### src/rtl/cmp_selftest_pkg.sv
// Shared types and constants for the 4-bit comparator self-test block.
// Holds the FSM state enum, the data widths and the one-hot result codes.
package cmp_selftest_pkg;

  localparam int OP_W  = 4;
  localparam int CNT_W = 9;

  typedef enum logic [1:0] {
    IDLE,
    SETTLE,
    CHECK,
    DONE
  } state_t;

  // Result codes are ordered {eq, gt, lt}
  typedef logic [2:0] res_t;
  localparam res_t RES_EQ = 3'b100;
  localparam res_t RES_GT = 3'b010;
  localparam res_t RES_LT = 3'b001;

endpackage

### src/rtl/cmp_ref_model.sv
// Golden model of an unsigned 4-bit comparator.
// Produces exactly one asserted result for every operand pair.
module cmp_ref_model
  import cmp_selftest_pkg::*;
(
  input  logic [OP_W-1:0] A,
  input  logic [OP_W-1:0] B,
  output logic            exp_eq,
  output logic            exp_gt,
  output logic            exp_lt
);

  res_t res;

  always_comb begin
    if (A == B)     res = RES_EQ;
    else if (A > B) res = RES_GT;
    else            res = RES_LT;
  end

  assign {exp_eq, exp_gt, exp_lt} = res;

endmodule

### src/rtl/cmp_selftest.sv
// Exhaustive self-test sequencer for an external 4-bit comparator.
// Walks all 256 operand pairs, counts mismatches, and captures the first failing pair.
module cmp_selftest
  import cmp_selftest_pkg::*;
#(
  parameter int SETTLE_CYCLES = 2
) (
  input  logic             clk,
  input  logic             rst_n,
  input  logic             start,
  output logic [OP_W-1:0]  A,
  output logic [OP_W-1:0]  B,
  input  logic             eq,
  input  logic             gt,
  input  logic             lt,
  output logic             busy,
  output logic             done,
  output logic             pass,
  output logic [CNT_W-1:0] err_count,
  output logic             fail_valid,
  output logic [OP_W-1:0]  fail_a,
  output logic [OP_W-1:0]  fail_b
);

  localparam logic [3:0] SETTLE_LAST = 4'(SETTLE_CYCLES - 1);

  state_t              state;
  state_t              state_next;
  logic [2*OP_W-1:0]   vec;
  logic [3:0]          settle_cnt;
  logic                done_r;
  logic                exp_eq;
  logic                exp_gt;
  logic                exp_lt;
  logic                mismatch;
  logic                last_vec;
  logic                launch;

  cmp_ref_model u_ref (
    .A      (A),
    .B      (B),
    .exp_eq (exp_eq),
    .exp_gt (exp_gt),
    .exp_lt (exp_lt)
  );

  // B is the low nibble, so the walk is (0,0),(0,1)..(F,F)
  assign A        = vec[2*OP_W-1:OP_W];
  assign B        = vec[OP_W-1:0];
  assign mismatch = ({eq, gt, lt} != {exp_eq, exp_gt, exp_lt});
  assign last_vec = (vec == 8'hFF);
  assign launch   = (state_next == SETTLE) && (state == IDLE || state == DONE);

  // NOTE: sequential state uses non-blocking assignments so every flop samples pre-edge values.
  always_ff @(posedge clk or negedge rst_n) begin
    if (!rst_n) state <= IDLE;
    else        state <= state_next;
  end

  always_comb begin
    // NOTE: default first so no path through this block can infer a latch.
    state_next = state;
    case (state)
      IDLE:    if (start) state_next = SETTLE;
      SETTLE:  if (settle_cnt == SETTLE_LAST) state_next = CHECK;
      CHECK:   state_next = last_vec ? DONE : SETTLE;
      // The first DONE cycle still reports busy, so start is honoured only once done is up
      DONE:    if (start && done_r) state_next = SETTLE;
      default: state_next = IDLE;
    endcase
  end

  always_comb begin
    busy = (state == SETTLE) || (state == CHECK) || (state == DONE && !done_r);
    done = done_r;
    pass = done_r && (err_count == '0);
  end

  always_ff @(posedge clk or negedge rst_n) begin
    if (!rst_n) begin
      vec        <= '0;
      settle_cnt <= '0;
      err_count  <= '0;
      fail_valid <= 1'b0;
      fail_a     <= '0;
      fail_b     <= '0;
      done_r     <= 1'b0;
    end else begin
      done_r <= (state == DONE) && (state_next == DONE);
      if (launch) begin
        vec        <= '0;
        settle_cnt <= '0;
        err_count  <= '0;
        fail_valid <= 1'b0;
        fail_a     <= '0;
        fail_b     <= '0;
      end else if (state == SETTLE) begin
        settle_cnt <= settle_cnt + 4'd1;
      end else if (state == CHECK) begin
        if (mismatch) begin
          err_count <= err_count + 9'd1;
          if (!fail_valid) begin
            fail_valid <= 1'b1;
            fail_a     <= A;
            fail_b     <= B;
          end
        end
        settle_cnt <= '0;
        if (!last_vec) vec <= vec + 8'd1;
      end
    end
  end

endmodule

### config.mk
export PLATFORM = sky130hd
export DESIGN_NAME = cmp_selftest
export DESIGN_NICKNAME = d
export VERILOG_FILES = /design/src/rtl/cmp_selftest_pkg.sv /design/src/rtl/cmp_ref_model.sv /design/src/rtl/cmp_selftest.sv
export SDC_FILE = /design/constraint.sdc
export NUM_CORES = 1
export LEC_CHECK = 0
export CAP_MARGIN = 15
export CORE_MARGIN = 2
export CORE_UTILIZATION = 52
export DETAILED_ROUTE_END_ITERATION = 16
export PLACE_DENSITY = 0.87
export RECOVER_POWER = 100
export SLEW_MARGIN = 20
export SYNTH_ARGS = -nofsm -noshare
export SYNTH_HDL_FRONTEND = slang
export SYNTH_SLANG_ARGS = --single-unit
### constraint.sdc
create_clock -name clk -period 2.75 [get_ports clk]
set_input_delay 0.55 -clock clk [delete_from_list [all_inputs] [get_ports clk]]
set_output_delay 0.55 -clock clk [all_outputs]
set_load 0.02 [all_outputs]
Yosys cells after proc, flatten, opt, wreduce, memory -nomap -nowiden
Cells that the tools add are included.
{"block": "totals", "regBits": 33, "latchBits": 0, "ram_bits": 0, "rom_bits": 0, "wordCells": 73, "n_memories": 0}
{"block": "classes", "n_addsub": 3, "n_mul": 0, "div": 0, "order_cmp": 1, "eq_ne": 12, "n_shift": 0, "muxes": 32, "bitwise": 0, "reduce_logical": 17}
{"op": "4-bit two-way mux", "count": 13}
{"op": "9-bit two-way mux", "count": 4}
{"op": "8-bit two-way mux", "count": 4}
{"op": "2-bit two-way mux", "count": 5}
{"op": "9-bit by 1-bit adder with 9-bit output (second input constant)", "count": 1}
{"op": "9-bit zero test", "count": 1}
{"op": "8-bit by 1-bit adder with 8-bit output (second input constant)", "count": 1}
{"op": "8-bit equality test (second input constant)", "count": 1}
{"op": "2-bit case mux with 4 select lines", "count": 1}
{"op": "2-bit equality test (second input constant)", "count": 3}
{"op": "3-bit AND reduction", "count": 2}
{"op": "1-bit logical AND", "count": 5}
{"op": "4-bit by 1-bit adder with 4-bit output (second input constant)", "count": 1}
{"op": "2-bit by 1-bit equality test with 1-bit output (second input constant)", "count": 2}
{"op": "4-bit by 1-bit equality test with 1-bit output (second input constant)", "count": 1}
{"op": "4-bit equality test", "count": 1}
{"op": "4-bit > comparator", "count": 1}
{"op": "1-bit two-way mux", "count": 4}
{"op": "2-bit by 1-bit inequality test with 1-bit output (second input constant)", "count": 2}
{"op": "4-bit AND reduction", "count": 1}
{"op": "2-bit nonzero test", "count": 2}
{"op": "1-bit logical OR", "count": 3}
{"op": "3-bit two-way mux", "count": 1}
{"op": "3-bit inequality test", "count": 1}
{"op": "other kinds (4)", "count": 4}

Longest topological paths before layout
Gate-level depths: netlist of the first run.
{"block": "logic_depth", "depth_word": 8, "ltp_mapped": 10}

Hierarchy
From an unflattened synthesis of the first run, not the netlist that was laid out.
{"block": "hier_totals", "hier_cells": 223, "area_unflattened_um2": 2067.0}
{"mod": "cmp_selftest", "instances": 1, "cells_each": 206, "area_each_um2": 1958.1, "seq_area_each_um2": 825.8}
{"mod": "cmp_ref_model", "instances": 1, "cells_each": 17, "area_each_um2": 108.9, "seq_area_each_um2": 0.0}

Worst setup path before layout of the first run
OpenSTA, ideal clock, no wires.
{"block": "synth_timing", "kind": "reg2reg", "from": "register vec[2]", "to": "register err_count[7]", "arrival_ns": 2.534, "required_ns": 2.671, "path_slack_ns": 0.137, "path_stages_with_launch": 11, "path_buffers": 2, "cell_sequence": "dfrtp_1 > clkbuf_1 > inv_1 > ha_1 > and4_4 > or4b_1 > or3_1 > and4b_1 > buf_6 > nand4_1 > mux2i_1"}
{"block": "synth_via", "elab_chain_cells": 7}
{"element": "from (decl)", "line_no": "cmp_selftest.sv:29", "text": "logic [2*OP_W-1:0] vec;"}
{"element": "from (signal assigned)", "line_no": "cmp_selftest.sv:109", "text": "if (!last_vec) vec <= vec + 8'd1;"}
{"element": "8-bit equality test", "line_no": "cmp_selftest.sv:51", "text": "assign last_vec = (vec == 8'hFF);"}
{"element": "2-bit two-way mux", "line_no": "cmp_selftest.sv:66", "text": "CHECK: state_next = last_vec ? DONE : SETTLE;"}
{"element": "2-bit case mux with 4 select lines", "line_no": "cmp_selftest.sv:63", "text": "case (state)"}
{"element": "2-bit by 1-bit equality test with 1-bit output", "line_no": "cmp_selftest.sv:52", "text": "assign launch = (state_next == SETTLE) && (state == IDLE || state == DONE);"}
{"element": "1-bit logical AND", "line_no": "cmp_selftest.sv:52"}
{"element": "2-bit inequality test (no source line) or 2-bit nonzero test (tied branches)"}
{"element": "3-bit AND reduction (no source line)"}
{"element": "to (signal assigned)", "line_no": "cmp_selftest.sv:101", "text": "err_count <= err_count + 9'd1;"}
{"element": "to (decl)", "line_no": "cmp_selftest.sv:19", "text": "output logic [CNT_W-1:0] err_count,"}
Parallel ways exist; a longest one is shown, timed or not.
A chain may end at the register's enable or synchronous reset.

Worst setup path after layout of the first run
{"block": "layout_timing", "from": "register vec[1]", "to": "register fail_a[2]"}
{"block": "layout_via", "elab_chain_cells": 7}
{"element": "8-bit equality test", "line_no": "cmp_selftest.sv:51"}
{"element": "2-bit two-way mux", "line_no": "cmp_selftest.sv:66"}
{"element": "2-bit case mux with 4 select lines", "line_no": "cmp_selftest.sv:63"}
{"element": "2-bit by 1-bit equality test with 1-bit output", "line_no": "cmp_selftest.sv:52"}
{"element": "1-bit logical AND", "line_no": "cmp_selftest.sv:52"}
{"element": "2-bit by 1-bit inequality test with 1-bit output (no source line), or another cell as far along"}
{"element": "4-bit AND reduction (no source line)"}
{"element": "to (signal assigned)", "line_no": "cmp_selftest.sv:85", "text": "fail_a <= '0;"}
{"element": "to (signal assigned)", "line_no": "cmp_selftest.sv:95", "text": "fail_a <= '0;"}
{"element": "to (signal assigned)", "line_no": "cmp_selftest.sv:104", "text": "fail_a <= A;"}
{"element": "to (decl)", "line_no": "cmp_selftest.sv:21", "text": "output logic [OP_W-1:0] fail_a,"}
Parallel ways exist; a longest one is shown, timed or not.

==> metrics, run 1 <==
violated checks max-capacitance violations, max-slew violations; final setup vio count 0; Worst Path Max Fanout 8; Mapped Avg Cell Area approximately 10 µm²; flip-flop and latch count after synthesis 33; WP data required between 2000 and 3000 ps; final global-route overflow total 0; Die Area about 4200 µm²; # diodes 0; post-route antenna net violation count 0; Overall Global Routing Usage 0.239; most frequent cells in the layout dfrtp_1, dlygate4sd3_1, inv_1, nand3_1, ha_1; unrepaired setup endpoints after global routing false; Max Slew Vio Count 34; R2R setup slack roughly 210 ps; DIE WIDTH ~65 µm; Synth top area share 0.431; clock share of power 0.140; drt via density approximately 5.8; number of distinct library cells after synthesis 43; initial antenna violation count 0; outcome finished with violations; Port Buffer Count 34; period utilization 0.923; worst slew pin tran roughly 1800 ps; maximum buffer depth of the clock tree 2; # H-tree levels 2; Main synth FF type dfrtp_1; num rows 22; FFs w/ async S/R, synth 1.00; Core ar. roughly 3600 µm²; CTS tree done; Num CTS Buffers 5; # Max-Cap Violations 1; Hold WC Path Type flip-flop to flip-flop; first-pass GRT wire length roughly 7700 µm; Finished Core Util 0.681; cell area after synthesis around 1900 µm²; fin crit period between 2000 and 3000 ps; DRC 0; Worst Skew roughly 5.7 ps; final WL approximately 4200 µm; Crit. End Element flip-flop; register area share after synthesis 0.431; startpoint types flip-flop; Psw 1.07 mW; PwrDens about 1000 nW/µm²; initial DRC count around 110; I/O Pins 35; sw frac 0.436; CTS root buf clkbuf_8; EDFF count, synth 0; routed via count between 1,500 and 2,000; Peak Freq slightly below 0.4 GHz; metal1 wirelength around 1900 µm; Worst-path clk slew 70 ps; Nets around 270; clk sink count 33; CP arrival approximately 2700 ps; DR top layer met4; area leader, netlist dfrtp_1; worst setup path class flip-flop to flip-flop; slew margin rel. -0.196; commonest non-fill, non-tap cell in the layout dfrtp_1; gpl congestion about 0.85; combinational power share 0.553; Synthesized Nets around 220; Synth Warn # 0; height of the die roughly 65 µm; Syn Inst Count 196; largest net degree at the start of global routing 34; Reg power frac 0.307; P_int around 1.4 mW; DR pass1 iterations 4; share of post-route cells with drive strength above 1 0.0894; Final TNS setup 0 ps; Starting Density 0.531; Detail Route met2 WL roughly 2000 µm; leakage approximately 1.2 nW; Final Hold Viols 0; vias in the first global route 1,625; WL/cell 14.4 µm; ranking of synthesized cells by area dfrtp_1, ha_1, nand3_1; clk_lat worst skew ~290 ps; area added between synthesis and finish 28.2%; routed wl met3 190 µm; HPWL Detailed 3150 µm; VDD IR max approximately 0.0007 V
## repair_timing
item | CTS | global route
setup endpoints to repair | 0 | 1
resized for setup | 0 | 1
setup buffers | 0 | 0
hold buffers | 0 | 0
## power by group through the flow
| stage | sequential (mW) | clock, mW | combinational, mW |
|---|---|---|---|
| 4_1_cts | 0.757 | 0.357 | 1.44 |
| 5_1_grt | 0.777 | 0.382 | 1.51 |
| 2_1_floorplan | 0.911 | 0 | 0.721 |
| 6_report | 0.755 | 0.345 | 1.36 |
| 3_3_place_gp | 0.759 | 0 | 1.40 |
| 3_5_place_dp | 0.765 | 0 | 1.44 |
## layout make-up
cell class | instances | area, µm²
Multi-Input combinational cell | 142 | 998
Fill cell | 295 | 1150
Tap cell | 48 | 60.1
Clock inverter | 2 | 10.0
Inverter | 15 | 56.3
Clock buffer | 6 | 72.6
Timing Repair Buffer | 48 | 432
Sequential cell | 33 | 826
## path summary, 6_finish.rpt
check | from | end | depth (start not counted)
setup reg to reg | vec[1] | fail_a[2] | 9
hold / removal | fail_a[1] | fail_a[1] | 1
max in group asynchronous | rst_n | state[1] | 2
hold reg to reg | fail_a[1] | fail_a[1] | 1
min in group asynchronous | rst_n | vec[5] | 2
setup / recovery | vec[1] | fail_a[2] | 9
## metal layers
metal,vias to the layer above,track usage
met2,42,0.383
met3,8,0.0521
met1,823,0.313
li1,827,-
met5,-,0
met4,0,0.0984
## registers in the layout, summed over array words and instances, names as in the netlist
register,cells
fail_valid,1
fail_b,4
vec,8
err_count,9
fail_a,4
state,2
settle_cnt,4
done,1
## cells in the mapped netlist (2+ instances only)
master    instances
nand2_1          11
ha_1             14
inv_1            15
nor4_1            3
o31ai_1           4
o21a_1            2
or3_1             6
nor4b_1           2
nand3_1          15
a32o_1            4
nand3b_1          3
nand4_1           4
nor2_1           11
a21oi_1           6
and3_1            3
a21o_1            3
o21ai_0          10
and4b_1           2
nand2b_1          5
o211ai_1          3
nor2b_1           4
a22o_1            8
clkbuf_1          4
dfrtp_1          33
mux2i_1           3
## through the flow
stage / cell area, µm² / worst slack, ps / hold WS (ps) / power (mW) / std cells
after global routing: 2450 / 82.0 / 503 / 2.67 / 294
after CTS: 2470 / 138 / 503 / 2.55 / 294
final: 2450 / 212 / 495 / 2.46 / 294
after detailed placement: 2390 / 108 / 481 / 2.20 / 286
after global placement: 2390 / 138 / 483 / 2.16 / 286
after floorplan: 1910 / 137 / 254 / 1.63 / 196
## worst max-delay path: stages (launching register included)
cell and delay (ps):
dfrtp_1 380, inv_1 90, ha_1 240, and4_1 240, or4b_1 460, or3_1 370, nand4b_2 190, nor3_2 60
buf_4 160, a22o_1 230
## kinds of logic after synthesis
logic type | Yosys count | synth area share
flip-flops | 33 | 0.431
buffers and inverters | 21 | 0.0457
adder cells (fa/ha/maj) | 14 | 0.0915
multiplexers | 3 | 0.0157
AO/OA/AOI/OAI | 46 | 0.172
AND/OR/NAND/NOR | 79 | 0.244
Power figures use the tool's default switching activity.
==> inputs of run 2 (changes only) <==
--- a/config.mk
+++ b/config.mk
@@ -7,9 +7,9 @@
 export LEC_CHECK = 0
 export CAP_MARGIN = 15
 export CORE_MARGIN = 2
-export CORE_UTILIZATION = 52
+export CORE_UTILIZATION = 30
 export DETAILED_ROUTE_END_ITERATION = 16
-export PLACE_DENSITY = 0.87
+export PLACE_DENSITY = 0.53
 export RECOVER_POWER = 100
 export SLEW_MARGIN = 20
 export SYNTH_ARGS = -nofsm -noshare
==> run 2 against run 1 <==
Compared with the run above: the run now ends clean; worst hold slack gained 1.6 ps; clock-buffer cell count decreased by 1; cell count rose by 9.9%.
==> metrics, run 2 (same netlist as run 1, synthesis figures left out) <==
WP data required ~2900 ps; Worst-path clk slew roughly 80 ps; PwrDens roughly 1100 nW/µm²; clk_lat worst skew between 200 and 300 ps; Final Hold Viols 0; worst setup path class flip-flop to flip-flop; P_int 1.58 mW; Die Area a little over 7000 µm²; worst slew pin tran 856 ps; Finished Layout Cells 323; vias in the first global route 1,619; area added between synthesis and finish 33.5%; # fillers approximately 630; Placed Cells between 300 and 400; I/O Pins 35; largest reg by FF count err_count; FF-to-FF Start vec[1]; Seq. cell area ~830 µm²; max reg flops 9; DIE WIDTH 83.9 µm; Worst Path Max Fanout 5; Peak Freq around 0.38 GHz; commonest non-fill, non-tap cell in the layout dfrtp_1; initial DRC count 65; final global-route overflow total 0; Psw approximately 1.1 mW; area of the multi-input gates 1010 µm²; routed via count 1,666; combinational power share 0.514; number of cells on the worst reg-to-reg path 9; Hold WC Path Type flip-flop to flip-flop; initial antenna violation count 0; hold endpoint fail_a[1]; largest net degree at the start of global routing 34; first-pass GRT wire length between 8000 and 9000 µm; clock share of power 0.205; drt via density just over 5; period utilization 0.950; R2R setup slack between 100 and 150 ps; sw frac 0.416; WL/cell between 10 and 15 µm; # diodes 0; outcome finished clean; unrepaired setup endpoints after global routing false; Num CTS Buffers 5; # Max-Cap Violations 0; Max Slew Vio Count 0; CTS root buf clkbuf_8; VDD IR max between 0.0004 and 0.0005 V; Reg power frac 0.282; leakage about 1.2 nW; startpoint types flip-flop; Worst Hold Depth 1; RR Endpoint err_count[3]; height of the die between 80 and 90 µm; Starting Density 0.305; HPWL Detailed between 3000 and 4000 µm; DR pass1 iterations 4; Pwr Total between 2 and 3 mW; biggest regs err_count: 9 flops, vec: 8 flops; CTS tree done; final WL 4700 µm; most frequent cells in the layout dfrtp_1, dlygate4sd3_1, inv_1, nand3_1, ha_1; slew margin rel. 0.430; Overall Global Routing Usage 0.144; Port Buffer Count 34; num rows 29; share of post-route cells with drive strength above 1 0.0976; Core ar. between 6000 and 7000 µm²; # H-tree levels 2; Post-CTS Hold Fix Bufs 0; hold path start fail_a[1]; Final TNS setup 0 ps; Crit. End Element flip-flop; gpl congestion roughly 0.80; CP arrival approximately 2800 ps; clk sink count 33; DRC 0; final setup vio count 0; post-route antenna net violation count 0; fin crit period roughly 2600 ps; Worst Skew approximately 9.9 ps; maximum buffer depth of the clock tree 2; Nets 265
[run 2: power groups by stage]
stage | sequential, mW | combinational [mW] | clock, mW
after floorplan | 0.911 | 0.721 | 0
after global placement | 0.771 | 1.46 | 0
after detailed placement | 0.769 | 1.47 | 0
after CTS | 0.765 | 1.47 | 0.570
after global routing | 0.790 | 1.55 | 0.598
final | 0.763 | 1.39 | 0.554
[run 2: worst max-delay path by stage]
stage                      start           end  slack, ps  cells past startpoint
final                     vec[1]  err_count[3]        140                      9
after global routing      vec[1]  err_count[4]          9                      9
after CTS                 vec[1]     fail_b[1]        140                      9
after detailed placement      gt     fail_a[3]         70                      7
after global placement        gt     fail_b[1]        110                      6
after floorplan           vec[2]  err_count[7]        140                     10
[run 2: final cells by class]
cell class,count,share of cell area
Clock inverter,3,0.0255
Inverter,15,0.0220
Tap cell,77,0.0377
Sequential cell,33,0.323
Multi-Input combinational cell,142,0.394
Timing Repair Buffer,48,0.170
Clock buffer,5,0.0269
[run 2: critical path, stage by stage (launching register included)]
cell      delay (ps)
dfrtp_1          430
inv_1             80
ha_1             290
and4_4           210
or4b_1           450
or3_1            370
nand4b_2         180
clkbuf_1         160
nor2_1           110
a32o_1           230
[run 2: what timing repair did]
item,4_1_cts,5_1_grt
endpoints found under the setup margin,0,10
setup buffers,0,0
gates resized for setup,0,2
endpoints found under the hold margin,0,0
[run 2: layer usage]
metal / up-vias / global-route usage / part of all wire
li1: 821 / - / -
met1: 815 / 0.194 / 0.49
met2: 26 / 0.225 / 0.47
met3: 4 / 0.0366 / 0.031
met4: 0 / 0.0499 / 0.0070
met5: - / 0 / 0
[run 2: through the flow]
stage               area (µm²)  utilization  hold slack (ps)  setup WS [ps]
detailed placement        2420        0.386              482           72.7
global placement          2420        0.386              486            111
finish                    2550        0.407              496            138
CTS                       2560        0.408              507            138
floorplan                 1910            -              254            137
global route              2550        0.407              519           9.48
==> inputs of run 3 (changes only) <==
--- a/config.mk
+++ b/config.mk
@@ -6,12 +6,15 @@
 export NUM_CORES = 1
 export LEC_CHECK = 0
 export CAP_MARGIN = 15
+export CELL_PAD_IN_SITES_DETAIL_PLACEMENT = 1
+export CELL_PAD_IN_SITES_GLOBAL_PLACEMENT = 1
 export CORE_MARGIN = 2
 export CORE_UTILIZATION = 30
 export DETAILED_ROUTE_END_ITERATION = 16
-export PLACE_DENSITY = 0.53
+export PLACE_DENSITY = 0.64
 export RECOVER_POWER = 100
 export SLEW_MARGIN = 20
 export SYNTH_ARGS = -nofsm -noshare
 export SYNTH_HDL_FRONTEND = slang
+export SYNTH_HIERARCHICAL = 1
 export SYNTH_SLANG_ARGS = --single-unit
==> run 3 against run 2 <==
Compared with the run above: utilization grew 0.081 points; clock skew shrank 0.55 ps; first-iteration DRC count grew 6.2%; die area grew 7.6%; combinational power grew 76%; critical path type unchanged; critical endpoint is now vec[6]; largest cell class unchanged.
==> metrics, run 3 <==
maximum buffer depth of the clock tree 2; Post-synth top cells dfrtp_1, nand2_1, o211ai_1; Worst Skew 9.32 ps; initial DRC count approximately 70; CTS root buf clkbuf_8; Port Buffer Count 34; slowest CP cell nor4b_1; startpoint types flip-flop; area added between synthesis and finish 32.6%; Finished Layout Cells 357; area of the multi-input gates ~1100 µm²; Crit. End Element flip-flop; post-route antenna net violation count 0; Max Slew Vio Count 0; fin crit period roughly 2600 ps; DR pass1 iterations 4; Core ar. approximately 6700 µm²; outcome finished clean; slowest cell delay on critical path about 570 ps; period utilization 0.937; FFs w/ async S/R, synth 1.00; critical path launch point vec[0]; gpl congestion slightly below 0.8; final WL approximately 6100 µm; # H-tree levels 2; # Max-Cap Violations 0; worst slew pin tran between 800 and 900 ps; worst setup path class flip-flop to flip-flop; I/O Pins 35; unrepaired setup endpoints after global routing false; Starting Density 0.308; Nets 296; routed via count 1,929; largest reg by FF count err_count; number of distinct library cells after synthesis 46; count leader, synth dfrtp_1; Pwr Total ~3.8 mW; # diodes 0; dpl cell area 2630 µm²; DRC 0; sw frac 0.476; height of the die around 87 µm; Final TNS setup 0 ps; VDD IR max around 0.00044 V; number of cells on the worst reg-to-reg path 8; final setup vio count 0; Mapped Avg Cell Area approximately 9.3 µm²; flip-flop and latch count after synthesis 33; ranking of synthesized cells by area dfrtp_1, ha_1, o211ai_1; DIE WIDTH 87.0 µm; PnR worst setup slack around 170 ps; FF-to-FF Start vec[0]; Placed Cells around 350; Synthesized Nets ~240; clk_lat worst skew 290 ps; P_int between 2 and 2.5 mW; Worst-path clk slew about 70 ps; combinational power share 0.640; RR Endpoint vec[6]; CP arrival between 2000 and 3000 ps; clk sink count 33; slew margin rel. 0.411; register area share after synthesis 0.400; clock share of power 0.128; num rows 30; Hold WC Path Type flip-flop to flip-flop; leakage between 1 and 1.5 nW; dominant cell type by count on the critical path buf_4; Psw between 1.5 and 2 mW; # fillers ~800; Hold WS ~490 ps; Worst Path Max Fanout 8; crit path cell chain buf_4 -> ha_1 -> nand4_1 -> nor4b_1 -> a211o_1 -> o21bai_1 -> buf_4 -> o311ai_0; largest net degree at the start of global routing 34; Num CTS Buffers 5; R2R setup slack between 150 and 200 ps; initial antenna violation count 0; Peak Freq 0.388 GHz; first-pass GRT wire length ~10,000 µm; Final Hold Viols 0; WP data required 2900 ps; CTS tree done; drt via density about 5.4; pre-CTS WS between 100 and 150 ps; cell area after synthesis between 2000 and 2500 µm²; Synth Warn # 6; Critical Path Sink vec[6]; most frequent cells in the layout dfrtp_1, dlygate4sd3_1, nand2_1, buf_4, o211ai_1; Post-CTS Hold Fix Bufs 0; max reg flops 9; PwrDens 1400 nW/µm²; post-route cell area approximately 2700 µm²; Seq. cell area between 800 and 900 µm²; Reg power frac 0.233; Finished Core Util 0.408; Syn Inst Count 223; Main synth FF type dfrtp_1; HPWL Detailed around 4300 µm; Die Area between 7000 and 8000 µm²; vias in the first global route just over 2,000; final global-route overflow total 0; biggest regs err_count: 9 flops, vec: 8 flops; commonest non-fill, non-tap cell in the layout dfrtp_1; Synth top area share 0.400; WL/cell 17.2 µm; share of post-route cells with drive strength above 1 0.137; EDFF count, synth 0; Overall Global Routing Usage 0.178; area leader, netlist dfrtp_1
## run 3: changes by cell type after synthesis, sizes merged, moves of 4 or more
cell and change:
a32o -4, nand3 -10, nand2 +17, o211ai +13, or3 -4, o311ai +6
## run 3: logic make-up after synthesis
logic type	share of synthesized area
buffers and inverters	0.0496
and+or+nand+nor	0.209
adders and majority gates	0.0847
xor gates and xnor gates	0.0127
AOI/OAI and AO/OA	0.235
muxes	0.00969
DFF	0.400
## run 3: how the worst min path moves through the flow
stage	startpoint	endpoint	slack (ps)	cells after the start
2_1_floorplan	rst_n	done	250	0
3_3_place_gp	fail_a[1]	fail_a[1]	480	1
5_1_grt	fail_a[2]	fail_a[2]	520	1
3_5_place_dp	fail_b[3]	fail_b[3]	480	1
4_1_cts	fail_a[0]	fail_a[0]	510	1
6_report	fail_b[3]	fail_b[3]	490	1
## run 3: critical path, delay by kind of cell, from the launching register on
family / cells / cell delay (ps)
fa+ha+maj: 1 / 230
simple gates: 2 / 790
compound gates: 3 / 720
flops: 1 / 360
buf+inv: 2 / 340
## run 3: power groups by stage
stage	clock network (mW)	logic, mW	registers [mW]
final	0.489	2.45	0.890
after global placement	0	2.50	0.899
after global routing	0.520	2.73	0.925
after detailed placement	0	2.53	0.907
after floorplan	0	1.23	1.15
after CTS	0.498	2.55	0.899
## run 3: layout make-up
cell class	instances	area share
inverter	15	0.0205
tap	80	0.0365
clock buffer	7	0.0315
multi-input combinational	164	0.416
sequential	33	0.301
clock inverter	1	0.0110
timing repair buffer	57	0.183
## run 3: per-layer routing
layer | part of all wire | global-route usage
met5 | 0 | 0
met4 | 0.013 | 0.0426
met3 | 0.034 | 0.0379
met2 | 0.48 | 0.291
met1 | 0.47 | 0.240
## run 3: timing repair
action	in CTS	in global routing
endpoints found under the hold margin	0	0
resized for setup	1	3
setup endpoints to repair	1	1
pin swaps	0	2
buffers inserted	0	0
